File: src/rtl/cmsdk_ahb_timeout_recovery.sv
// Recovery sequencer beside an AHB-Lite timeout monitor: counts timeout events,
// raises a sticky IRQ, and issues bounded, retried reset pulses to a hung slave.
module cmsdk_ahb_timeout_recovery #(
  parameter int RST_DELAY = 64,
  parameter int RST_LEN   = 4,
  parameter int MAX_RETRY = 3,
  parameter int CNT_WIDTH = 8
) (
  input  logic                 HCLK,
  input  logic                 HRESETn,
  input  logic                 TIMEOUT,
  input  logic                 ENABLE,
  input  logic                 IRQCLR,
  input  logic                 CNTCLR,
  output logic                 SLVRSTREQn,
  output logic                 IRQ,
  output logic                 FAIL,
  output logic                 BUSY,
  output logic [CNT_WIDTH-1:0] TOCOUNT
);

  typedef enum logic [2:0] {
    S_IDLE   = 3'd0,
    S_WAIT   = 3'd1,
    S_RESET  = 3'd2,
    S_SETTLE = 3'd3,
    S_FAIL   = 3'd4
  } state_t;

  localparam logic [9:0] DELAY_LAST = 10'(RST_DELAY - 1);
  localparam logic [9:0] LEN_LAST   = 10'(RST_LEN - 1);
  localparam logic [3:0] RETRY_MAX  = 4'(MAX_RETRY);

  state_t               state_q, state_d;
  logic [9:0]           timer_q, timer_d;
  logic [3:0]           retry_q, retry_d;
  logic                 timeout_q;
  logic [CNT_WIDTH-1:0] cnt_q, cnt_d;
  logic                 irq_q, irq_d;
  logic                 slvrst_n_q, fail_q, busy_q;
  logic                 evt;

  assign evt = TIMEOUT & ~timeout_q;

  // Event counter saturates; a clear coincident with an event counts that event.
  always_comb begin
    cnt_d = cnt_q;
    if (CNTCLR)
      cnt_d = CNT_WIDTH'(evt);
    else if (evt && (cnt_q != {CNT_WIDTH{1'b1}}))
      cnt_d = cnt_q + CNT_WIDTH'(1);
  end

  always_comb begin
    state_d = state_q;
    timer_d = timer_q;
    retry_d = retry_q;
    case (state_q)
      S_IDLE: begin
        if (TIMEOUT && ENABLE) begin
          state_d = S_WAIT;
          timer_d = '0;
        end
      end
      S_WAIT: begin
        if (!TIMEOUT || !ENABLE) begin
          state_d = S_IDLE;
        end else if (timer_q == DELAY_LAST) begin
          state_d = S_RESET;
          retry_d = retry_q + 4'd1;
          timer_d = '0;
        end else begin
          timer_d = timer_q + 10'd1;
        end
      end
      // The pulse runs to completion whatever TIMEOUT/ENABLE do meanwhile.
      S_RESET: begin
        if (timer_q == LEN_LAST) begin
          state_d = S_SETTLE;
          timer_d = '0;
        end else begin
          timer_d = timer_q + 10'd1;
        end
      end
      S_SETTLE: begin
        if (!TIMEOUT) begin
          state_d = S_IDLE;
        end else if (timer_q == DELAY_LAST) begin
          if (retry_q < RETRY_MAX) begin
            state_d = S_RESET;
            retry_d = retry_q + 4'd1;
            timer_d = '0;
          end else begin
            state_d = S_FAIL;
          end
        end else begin
          timer_d = timer_q + 10'd1;
        end
      end
      S_FAIL: begin
        if (IRQCLR && !TIMEOUT)
          state_d = S_IDLE;
      end
      default: state_d = S_IDLE;
    endcase
    if (state_d == S_IDLE) begin
      timer_d = '0;
      retry_d = '0;
    end
  end

  // Set beats clear when both land in the same cycle.
  always_comb begin
    irq_d = irq_q;
    if (evt || (state_d == S_FAIL && state_q != S_FAIL))
      irq_d = 1'b1;
    else if (IRQCLR)
      irq_d = 1'b0;
  end

  always_ff @(posedge HCLK or negedge HRESETn) begin
    if (!HRESETn) begin
      state_q    <= S_IDLE;
      timer_q    <= '0;
      retry_q    <= '0;
      timeout_q  <= 1'b0;
      cnt_q      <= '0;
      irq_q      <= 1'b0;
      slvrst_n_q <= 1'b1;
      fail_q     <= 1'b0;
      busy_q     <= 1'b0;
    end else begin
      state_q    <= state_d;
      timer_q    <= timer_d;
      retry_q    <= retry_d;
      timeout_q  <= TIMEOUT;
      cnt_q      <= cnt_d;
      irq_q      <= irq_d;
      slvrst_n_q <= (state_d != S_RESET);
      fail_q     <= (state_d == S_FAIL);
      busy_q     <= (state_d != S_IDLE);
    end
  end

  assign SLVRSTREQn = slvrst_n_q;
  assign IRQ        = irq_q;
  assign FAIL       = fail_q;
  assign BUSY       = busy_q;
  assign TOCOUNT    = cnt_q;

endmodule

File: config.mk
export PLATFORM = sky130hd
export DESIGN_NAME = cmsdk_ahb_timeout_recovery
export DESIGN_NICKNAME = d
export VERILOG_FILES = /design/src/rtl/cmsdk_ahb_timeout_recovery.sv
export SDC_FILE = /design/constraint.sdc
export NUM_CORES = 1
export LEC_CHECK = 0
export ABC_AREA = 1
export BUFFER_PORTS_ARGS = -buffer_cell sky130_fd_sc_hd__buf_2
export CORE_MARGIN = 5
export CORE_UTILIZATION = 53
export CTS_CLUSTER_DIAMETER = 40
export CTS_CLUSTER_SIZE = 14
export DETAILED_ROUTE_END_ITERATION = 10
export GPL_TIMING_DRIVEN = 0
export PLACE_DENSITY_LB_ADDON = 0.05
export SLEW_MARGIN = 0
export SYNTH_ARGS = -nofsm -noshare
export SYNTH_HDL_FRONTEND = slang
export SYNTH_SLANG_ARGS = --single-unit
File: constraint.sdc
create_clock -name HCLK -period 4 [get_ports HCLK]
set_input_delay 0.8 -clock HCLK [delete_from_list [all_inputs] [get_ports HCLK]]
set_output_delay 0.8 -clock HCLK [all_outputs]
set_load 0.005 [all_outputs]
---- After elaboration in Yosys (flattened, before gate mapping) ----
Cells that the tools add are included.
storage, ports and cells
  register bits ........................... 30
  bits of input ports ..................... 6
  output and inout port bits .............. 12
  logic and storage cells ................. 78
operators by class
  add/subtract/negate cells ............... 3
  magnitude comparators ................... 1
  equality and inequality tests ........... 17
  muxes and demuxes ....................... 29
  bitwise operators ....................... 2
  reductions and logical operators ........ 17
operators by type and width
  operator               count
  $mux 10                8
  $pmux 10 s4            1
  $mux 3                 8
  $mux 4                 6
  $ne 3x3->1 const B     7
  $mux 8                 2
  $pmux 3 s5             1
  $add 10x1->10 const B  1
  $eq 10x2->1 const B    1
  $eq 10x6->1 const B    1
  $add 8x1->8 const B    1
  $ne 8x8->1 const B     1
  $pmux 4 s2             1
  $eq 3x2->1 const B     2
  $eq 3x3->1 const B     2
  $logic_not 3->1        2
  $reduce_and 6->1       1
  $reduce_bool 3->1      2
  $reduce_and 5->1       1
  $reduce_bool 5->1      1
  $add 4x1->4 const B    1
  $logic_and 1x1->1      4
  $lt 4x2->1 const B     1
  $ne 4x4->1 const B     1
  other kinds (8)        12

---- Depth between registers and ports, before layout ----
Gate-level depths: netlist of run 1.
  word-level depth ........................ 9
  mapped depth ............................ 11
  depth with buffers taken out ............ 10

---- Worst setup path before layout of run 1 ----
OpenSTA, ideal clock, no wires.
  kind .................................... in2reg
  start point ............................. input port IRQCLR
  end point ............................... register timer_q[7]
  setup time .............................. 115 ps
  arrival time ............................ 1604 ps
  required time ........................... 3885 ps
  slack ................................... 2281 ps
  stages on the path ...................... 6
  path buffers ............................ 1
  path through ............................ inv_1 > o21ai_0 > nand2_1 > buf_6 > nand2_1 > nand2_2
between the ends
  cells in the longest elaborated chain, start to end .. 6
  elaborated cells on any way between the ends .. 11
  those cells by class .................... eq/ne: 4; mux: 3; reduce/logical: 4
RTL lines
  element                                                    RTL line  source
  start: declaration                                         13        input logic IRQCLR,
  $logic_and 1x1->1 (*)                                      101       if (IRQCLR && !TIMEOUT)
  $mux 3 (*)                                                 101
  $pmux 3 s5 (*)                                             58        case (state_q)
  named net state_d[2]                                       34        state_t state_q, state_d;
  $logic_not 3->1 (*)                                        106       if (state_d == S_IDLE) begin
  $ne 4x4->1 (no source line), or another cell as far along  --
  $reduce_and 5->1 (no source line)                          --
  end signal: assignment                                     134       timer_q <= timer_d;
  end: declaration                                           35        logic [9:0] timer_q, timer_d;
The timed path passes the listed nets; every way through them passes the cells marked *.
A chain may end at the register's enable or synchronous reset.

---- Worst setup path after layout of run 1 ----
  start point ............................. register timer_q[0]
  end point ............................... register timer_q[7]
between the ends
  cells in the longest elaborated chain, start to end .. 7
  elaborated cells on any way between the ends .. 23
  those cells by class .................... add/sub: 1; eq/ne: 6; mux: 13; reduce/logical: 3
RTL lines
  element                                                    RTL line
  $eq 10x6->1                                                68, 88
  $mux 3 (on tied branches)                                  88, 68
  $mux 3 (on tied branches)                                  86, 66
  $pmux 3 s5                                                 58
  $logic_not 3->1                                            106
  $ne 4x4->1 (no source line), or another cell as far along  --
  $reduce_and 5->1 (no source line)                          --
Parallel ways exist; a longest one is shown, timed or not. The select of a mux whose other input is x is not followed.

==> impl_metrics.ini, run 1 <==
[clock_tree]
tritoncts = done
cts_setup_buffers = 0
cts_resized = 0
cts_sinks = 30
cts-buffers-inserted = 5
cts_hold_buf = 0
clockBufferDepth = 2
cts-htree-levels = 2
clk_latency_ns = 0.28
clk_pin_slew_worst_paths_ns = 0.06
ctsRootBufferMaster = clkbuf_8

[placed_design]
portBuffers = 17
place_area_sq_um = 2080
dp_cells = 334
gp_congestion = 0.888
dpl.hpwl_mm = 3.10
place_ws_ns = 2.05

[power]
leakage_nw = 1.15
switching_power_uw = 199
max-vdd-ir-drop_v = 0.000182
combPwrFrac_pct = 16.2
p_clk_share_pct = 36.0
pwr_density_cell_nw_per_um2 = 319
power.total_uw = 691
power.share.sequential_pct = 47.8
internal_power_uw = 492
switching_share_pct = 28.8

[synthesis]
ys_seq_elements = 30
synth_nets = 278
netlist_instances = 269
syn-cell-area_sq_um = 1930
syn_avg_cell_area_sq_um = 7.18
yosys_warnings = 0
seq_area_frac_synth_pct = 39.0
ys_types = 24

[detailed_routing]
drt_first_pass_iters = 4
drt-vias-per-instance = 5.08
wl_per_cell_um = 11.7
finalWirelength_mm = 4.01
via_count = 1736
ant_nets = 0
drc = 0
drt_iter0_drc = 116

[critical_path]
cp-start-kind = flip-flop
path_class = reg -> reg
reg2reg_from = timer_q[0]
required_ns = 4.17
reg2reg_to = timer_q[7]
rrSetupSlack_ns = 2.11
cp_max_fo = 10
worstPathArrival_ns = 2.06
reg2reg_depth = 11
critPathCaptureType = flip-flop

[timing]
worst_pin_slew_ns = 0.650
setup-tns-final_ns = 0
period_share_pct = 47.2
rsz0062_at_grt = false
finalClockSkew_ns = 0.00448
slew_headroom_pct = 56.6
hold_viol_final = 0
setup_viol = 0
setup_slack_ns = 2.11
whs_ns = 0.493
slew_violations = 0
fmax_mhz = 530
finalWorstPathRequiredPeriod_ns = 1.89

[finish]
drive_gt1_share_pct = 20.4
nNetsFinal = 302
fillers = 347
layout_commonest_cell = nand2_1
antennaDiodeCount = 0
utilization_pct = 60.1
layout_common_cells = nand2_1 (81), inv_1 (31), dfrtp_1 (29)
layoutNonFillerInstCount = 342
area_growth_pct = 12.2
fin_area_sq_um = 2170

[floorplan]
die_area_sq_um = 4950
die_w_um = 70.4
initial_utilization_pct = 53.5
die_h_um = 70.4
num_io_pins = 18
std_cell_rows = 22
core_sq_um = 3610

[global_route]
grt_pass1_wl_mm = 7.31
gr-total-overflow = 0
grt_max_degree = 31
antenna_found_initial = 0
track_usage_pct = 18.2
grt_pass1_vias = 1583

[min_path]
hold_class = reg -> reg
hold_end = IRQ
worstHoldStart = IRQ
hold_depth = 2

[flow_run]
cap_violations = 0

[run_status]
status = finished, final reports clean
[cells in the mapped netlist]
cell type  number  share of area [%]
a21o_1          1               0.39
a21oi_1         8                2.1
buf_6           1               0.58
buf_8           1               0.78
dfrtp_1        29                 38
dfstp_2         1                1.4
ha_1            3                1.9
inv_1          31                6.0
inv_2           3               0.58
nand2_1        81                 16
nand2_2        19                6.2
nand3_1        20                5.2
nand3_2         1               0.52
nand3_4         1               0.91
nand4_1        12                3.9
nor2_1         24                4.7
nor2_2          3               0.97
nor2_4          4                2.3
nor3_1          5                1.3
o21ai_0        11                2.9
o22ai_1         1               0.32
or2_2           2               0.65
xnor2_1         1               0.45
xor2_1          6                2.7
[critical path, stage by stage, from the launching register on]
cell and delay (ns):
dfrtp_1 0.50, ha_1 0.31, nand2_2 0.09, nor2_4 0.12, nand2_2 0.07, nor2_4 0.16, nand2_2 0.07, nand2_2 0.08
nand3_4 0.09, buf_8 0.18, nand2_2 0.07, nand2_2 0.04
[worst max path at each step]
stage	from	to	slack (ns)	cells after the start
detailed placement	TIMEOUT	timer_q[7]	2.05	6
CTS	timer_q[0]	timer_q[7]	2.09	11
finish	timer_q[0]	timer_q[7]	2.11	11
global route	timer_q[0]	timer_q[4]	1.94	11
floorplan	IRQCLR	timer_q[7]	2.28	6
global placement	TIMEOUT	timer_q[7]	2.02	6
[sequential cells by signal (all words and copies together) (netlist names), 3 cells and up]
register and count:
TOCOUNT 8, timer_q 10, retry_q 4, state_q 3
[cells by family (layout without fill, tap and decap cells)]
family	after synthesis	after routing	synth area share (%)
fa+ha+maj	3	3	1.94
flops	30	30	39.0
buf+inv	36	61	7.97
xor+xnor	7	7	3.18
compound gates	21	21	5.64
simple gates	172	172	42.3
[power by group through the flow]
stage / Clock, mW / Sequential, mW / Combinational, mW
after detailed placement: 0 / 0.335 / 0.113
after global placement: 0 / 0.335 / 0.113
after global routing: 0.273 / 0.332 / 0.127
after CTS: 0.259 / 0.330 / 0.113
after floorplan: 0 / 0.334 / 0.0758
final: 0.249 / 0.330 / 0.112
[routing by layer]
| layer | GRT usage, % | part of all wire, % | routed length [um] |
|---|---|---|---|
| met2 | 28.3 | 46 | 1840 |
| met3 | 4.60 | 5.4 | 218 |
| met4 | 5.74 | 1.4 | 57 |
| met5 | 0 | 0 | 0 |
| met1 | 24.8 | 47 | 1900 |
[layout make-up]
cell class | count | area [sq um] | area share (%)
multi-input cells | 203 | 1020 | 47.3
flip-flops and latches | 30 | 752 | 34.7
inverters | 34 | 128 | 5.89
clock buffers | 7 | 86.3 | 3.98
repair buffers | 17 | 85.1 | 3.93
well taps | 48 | 60.1 | 2.77
plain buffers | 2 | 26.3 | 1.21
clock inverters | 1 | 5.00 | 0.231
Note: power is estimated with default switching activity, not from simulation.
==> inputs of run 2 (changes only) <==
Clock period 4 ns to 1.6 ns, I/O delays scaled along.
==> impl_metrics.ini, run 2 (same netlist as run 1, synthesis figures left out) <==
[floorplan]
die_h_um = 70.4
std_cell_rows = 22
die_area_sq_um = 4950
core_sq_um = 3610
initial_utilization_pct = 53.5
die_w_um = 70.4
num_io_pins = 18

[clock_tree]
tritoncts = done
cts-htree-levels = 2
clk_pin_slew_worst_paths_ns = 0.07
clockBufferDepth = 2
clk_latency_ns = 0.28
ctsRootBufferMaster = clkbuf_8
cts_hold_buf = 0
cts-buffers-inserted = 5
cts_sinks = 30

[detailed_routing]
finalWirelength_mm = 4.16
drt_iter0_drc = 71
routed.top_layer = met4
drc = 0
met2_length_mm = 1.95
drt-vias-per-instance = 5.06
ant_nets = 0
dr_wl_met3_um = 206
drt_first_pass_iters = 4
via_count = 1760
wl_per_cell_um = 12.0
met1_length_mm = 1.92

[placed_design]
dpl.hpwl_mm = 3.01
dp_cells = 334
place_ws_ns = -0.236
portBuffers = 17
gp_congestion = 0.850

[timing]
fmax_mhz = 637
period_share_pct = 98.1
slew_violations = 0
worst_pin_slew_ns = 0.678
setup_viol = 0
finalClockSkew_ns = 0.00699
slew_headroom_pct = 54.8
setup_slack_ns = 0.0297
setup-tns-final_ns = 0
hold_viol_final = 0
rsz0062_at_grt = true
finalWorstPathRequiredPeriod_ns = 1.57

[flow_run]
cap_violations = 0

[finish]
layout_common_cells = nand2_1 (78), inv_1 (30), dfrtp_1 (26)
utilization_pct = 62.3
layoutNonFillerInstCount = 348
largest_register_ffs = 10
area_growth_pct = 16.3
antennaDiodeCount = 0
nNetsFinal = 308
largest-register = timer_q
drive_gt1_share_pct = 25.3
layout_commonest_cell = nand2_1

[global_route]
track_usage_pct = 18.8
gr-total-overflow = 0
antenna_found_initial = 0
grt_pass1_wl_mm = 7.46
grt_pass1_vias = 1694
grt_max_degree = 31

[critical_path]
worstPathArrival_ns = 1.74
cp_max_fo = 10
path_class = reg -> reg
critPathCaptureType = flip-flop
cp-start-kind = flip-flop
required_ns = 1.77

[power]
max-vdd-ir-drop_v = 0.000504
pwr_density_cell_nw_per_um2 = 792
leakage_nw = 1.18
power.total_mw = 1.78

[min_path]
hold_class = in -> async

[run_status]
status = finished, final reports clean
run 2: changes by cell type in the layout (fill, tap and decap cells not counted), sizes merged:
| cell | previous run | this run |
|---|---|---|
| buf | 19 | 25 |
run 2: layout make-up:
class | count | area, sq um
Fill cell | 345 | 1360
Multi-Input combinational cell | 203 | 1050
Tap cell | 48 | 60.1
Timing Repair Buffer | 23 | 130
Inverter | 34 | 128
Clock buffer | 7 | 86.3
Sequential cell | 30 | 756
Clock inverter | 1 | 5.00
Buffer | 2 | 31.3
run 2: worst paths after layout:
kind	start	end	slack (ns)	depth (start not counted)
min in group HCLK	TIMEOUT	timeout_q	0.23	1
worst min register to register	IRQ	IRQ	0.50	2
max in group asynchronous	HRESETn	timer_q[0]	1.05	1
worst min-delay path	HRESETn	TOCOUNT[6]	0.07	1
worst max-delay path	timer_q[1]	timer_q[2]	0.03	11
worst max register to register	timer_q[1]	timer_q[2]	0.03	11
run 2: metrics by stage:
stage	area (sq um)	hold WS [ns]
final	2250	0.0694
after global routing	2250	0.121
after CTS	2210	0.0870
after detailed placement	2080	0.398
after global placement	2080	0.400
after floorplan	1930	0.0244
run 2: critical path: stages, from the launching register on:
cell     delay [ns]
dfrtp_1        0.39
ha_4           0.18
nand2_2        0.07
nor2_4         0.11
nand2_2        0.07
nor2_4         0.13
nand2_2        0.06
nand2_2        0.08
nand3_4        0.09
buf_12         0.18
nand2_2        0.06
nand2_1        0.04
run 2: report_power, final:
part	switching [mW]	total (mW)	internal [mW]
Combinational	0.206	0.314	0.108
Sequential	0.0242	0.821	0.797
Clock	0.297	0.643	0.347
Total	0.527	1.78	1.25
run 2: per-layer routing:
layer	track usage (%)	vias up
met1	22.4	803
met2	30.9	31
met4	8.30	0
met5	0	-
li1	-	917
met3	5.61	9
run 2: what timing repair did:
action                                 CTS  global route
pin swaps                                1             0
gates resized for setup                  4             8
endpoints found under the hold margin    0             0
setup buffers                            3             3
setup endpoints to repair               19            22
==> inputs of run 3 (changes only) <==
Settings changed: GPL_TIMING_DRIVEN 0 to default.
==> impl_metrics.ini, run 3 (same netlist as run 1, synthesis figures left out) <==
[critical_path]
critPathSlowestCell = dfrtp_1
cp-start-kind = flip-flop
worstPathArrival_ns = 1.74
critPathCaptureType = flip-flop
cp_max_fo = 6
path_class = reg -> reg
required_ns = 1.78
path_common_cell = nand2_2
critPathMaxStageDelay_ns = 0.40
crit_chain = ha_4 -> nand2_4 -> nor2_4 -> nand2_2 -> nor2_4 -> nand2_2 -> nand2_2 -> nand3_4 -> buf_12 -> nand2_2 -> nand2_2

[finish]
layout_common_cells = nand2_1 (73), inv_1 (30), dfrtp_1 (28)
fillers = 312
antennaDiodeCount = 0
multiInputGateArea_sq_um = 1090
layout.area.seq_sq_um = 753
nNetsFinal = 327
layout_commonest_cell = nand2_1
utilization_pct = 68.5
largest_register_ffs = 10
drive_gt1_share_pct = 31.0
area_growth_pct = 27.9
largest-register = timer_q

[floorplan]
initial_utilization_pct = 53.5
core_sq_um = 3610
num_io_pins = 18
std_cell_rows = 22
die_area_sq_um = 4950
die_h_um = 70.4
die_w_um = 70.4

[detailed_routing]
drt-vias-per-instance = 5.11
drt_iter0_drc = 111
wl_per_cell_um = 12.5
finalWirelength_mm = 4.58
drc = 0
via_count = 1874
drt_first_pass_iters = 4
ant_nets = 0

[global_route]
grt_pass1_vias = 1770
gr-total-overflow = 0
grt_pass1_wl_mm = 7.80
antenna_found_initial = 0
grt_max_degree = 31
track_usage_pct = 19.6

[timing]
setup-tns-final_ns = 0
slew_violations = 0
finalClockSkew_ns = 0.00430
fmax_mhz = 641
setup_viol = 0
worst_pin_slew_ns = 0.667
hold_viol_final = 0
rsz0062_at_grt = true
setup_slack_ns = 0.0398
period_share_pct = 97.5
finalWorstPathRequiredPeriod_ns = 1.56
slew_headroom_pct = 55.0

[clock_tree]
cts-buffers-inserted = 5
cts_sinks = 30
clk_pin_slew_worst_paths_ns = 0.07
clockBufferDepth = 2
clk_latency_ns = 0.28
tritoncts = done
ctsRootBufferMaster = clkbuf_8
cts_hold_buf = 0
cts-htree-levels = 2

[placed_design]
gp_congestion = 0.850
place_ws_ns = -0.00463
dpl.hpwl_mm = 3.49
portBuffers = 17

[power]
pwr_density_cell_nw_per_um2 = 803
power.total_mw = 1.98
max-vdd-ir-drop_v = 0.000652
leakage_nw = 1.33

[min_path]
hold_class = in -> async

[run_status]
status = finished, final reports clean

[flow_run]
cap_violations = 0
[run 3: cell types whose count changed in the layout (fill, tap and decap cells not counted), sizes merged]
cell / change
clkinv: -1
bufinv: +1
clkbuf: -2
clkinvlp: +2
buf: +19
[run 3: area by class of cell]
class / instances / area share (%)
Clock buffer: 5 / 2.79
Clock inverter: 3 / 1.82
Inverter: 34 / 5.17
Multi-Input combinational cell: 203 / 44.3
Sequential cell: 30 / 30.5
Tap cell: 48 / 2.43
Timing Repair Buffer: 44 / 13.0
[run 3: metrics by stage]
| step | area [sq um] | hold WS, ns | cells |
|---|---|---|---|
| 5_1_grt | 2470 | 0.0737 | 367 |
| 3_5_place_dp | 2250 | 0.356 | 355 |
| 2_1_floorplan | 1930 | 0.0244 | 269 |
| 6_report | 2470 | 0.0415 | 367 |
| 4_1_cts | 2370 | 0.0513 | 363 |
| 3_3_place_gp | 2250 | 0.354 | 355 |
[run 3: final timing paths]
| check | startpoint | to | slack, ns | cells past startpoint |
|---|---|---|---|---|
| setup / recovery | timer_q[1] | timer_q[6] | 0.04 | 11 |
| hold / removal | HRESETn | TOCOUNT[3] | 0.04 | 2 |
| setup reg to reg | timer_q[1] | timer_q[6] | 0.04 | 11 |
| hold reg to reg | IRQ | IRQ | 0.50 | 2 |
| max in group asynchronous | HRESETn | SLVRSTREQn | 1.25 | 2 |
| min in group HCLK | TIMEOUT | timeout_q | 0.23 | 1 |
[run 3: metal layers]
metal / wire length, um / part of all wire [%] / global-route usage (%)
met5: 0 / 0 / 0
met4: 45 / 0.98 / 5.32
met1: 2030 / 44 / 24.3
met3: 191 / 4.2 / 4.75
met2: 2300 / 50 / 33.7
[run 3: where the power goes]
part           total [mW]  internal (mW)  switching (mW)
registers           0.819          0.796          0.0235
logic               0.399          0.163           0.236
clock network       0.766          0.463           0.303
[run 3: critical path, delay by kind of cell, from the launching register on]
family / cells / cell delay (ns)
fa+ha+maj: 1 / 0.19
simple gates: 9 / 0.67
flops: 1 / 0.40
buf+inv: 1 / 0.18
[run 3: timing repair]
action,in CTS,in global routing
setup buffers,0,4
hold endpoints to repair,0,0
setup endpoints to repair,6,17
gates resized for setup,1,20
pin swaps,0,3
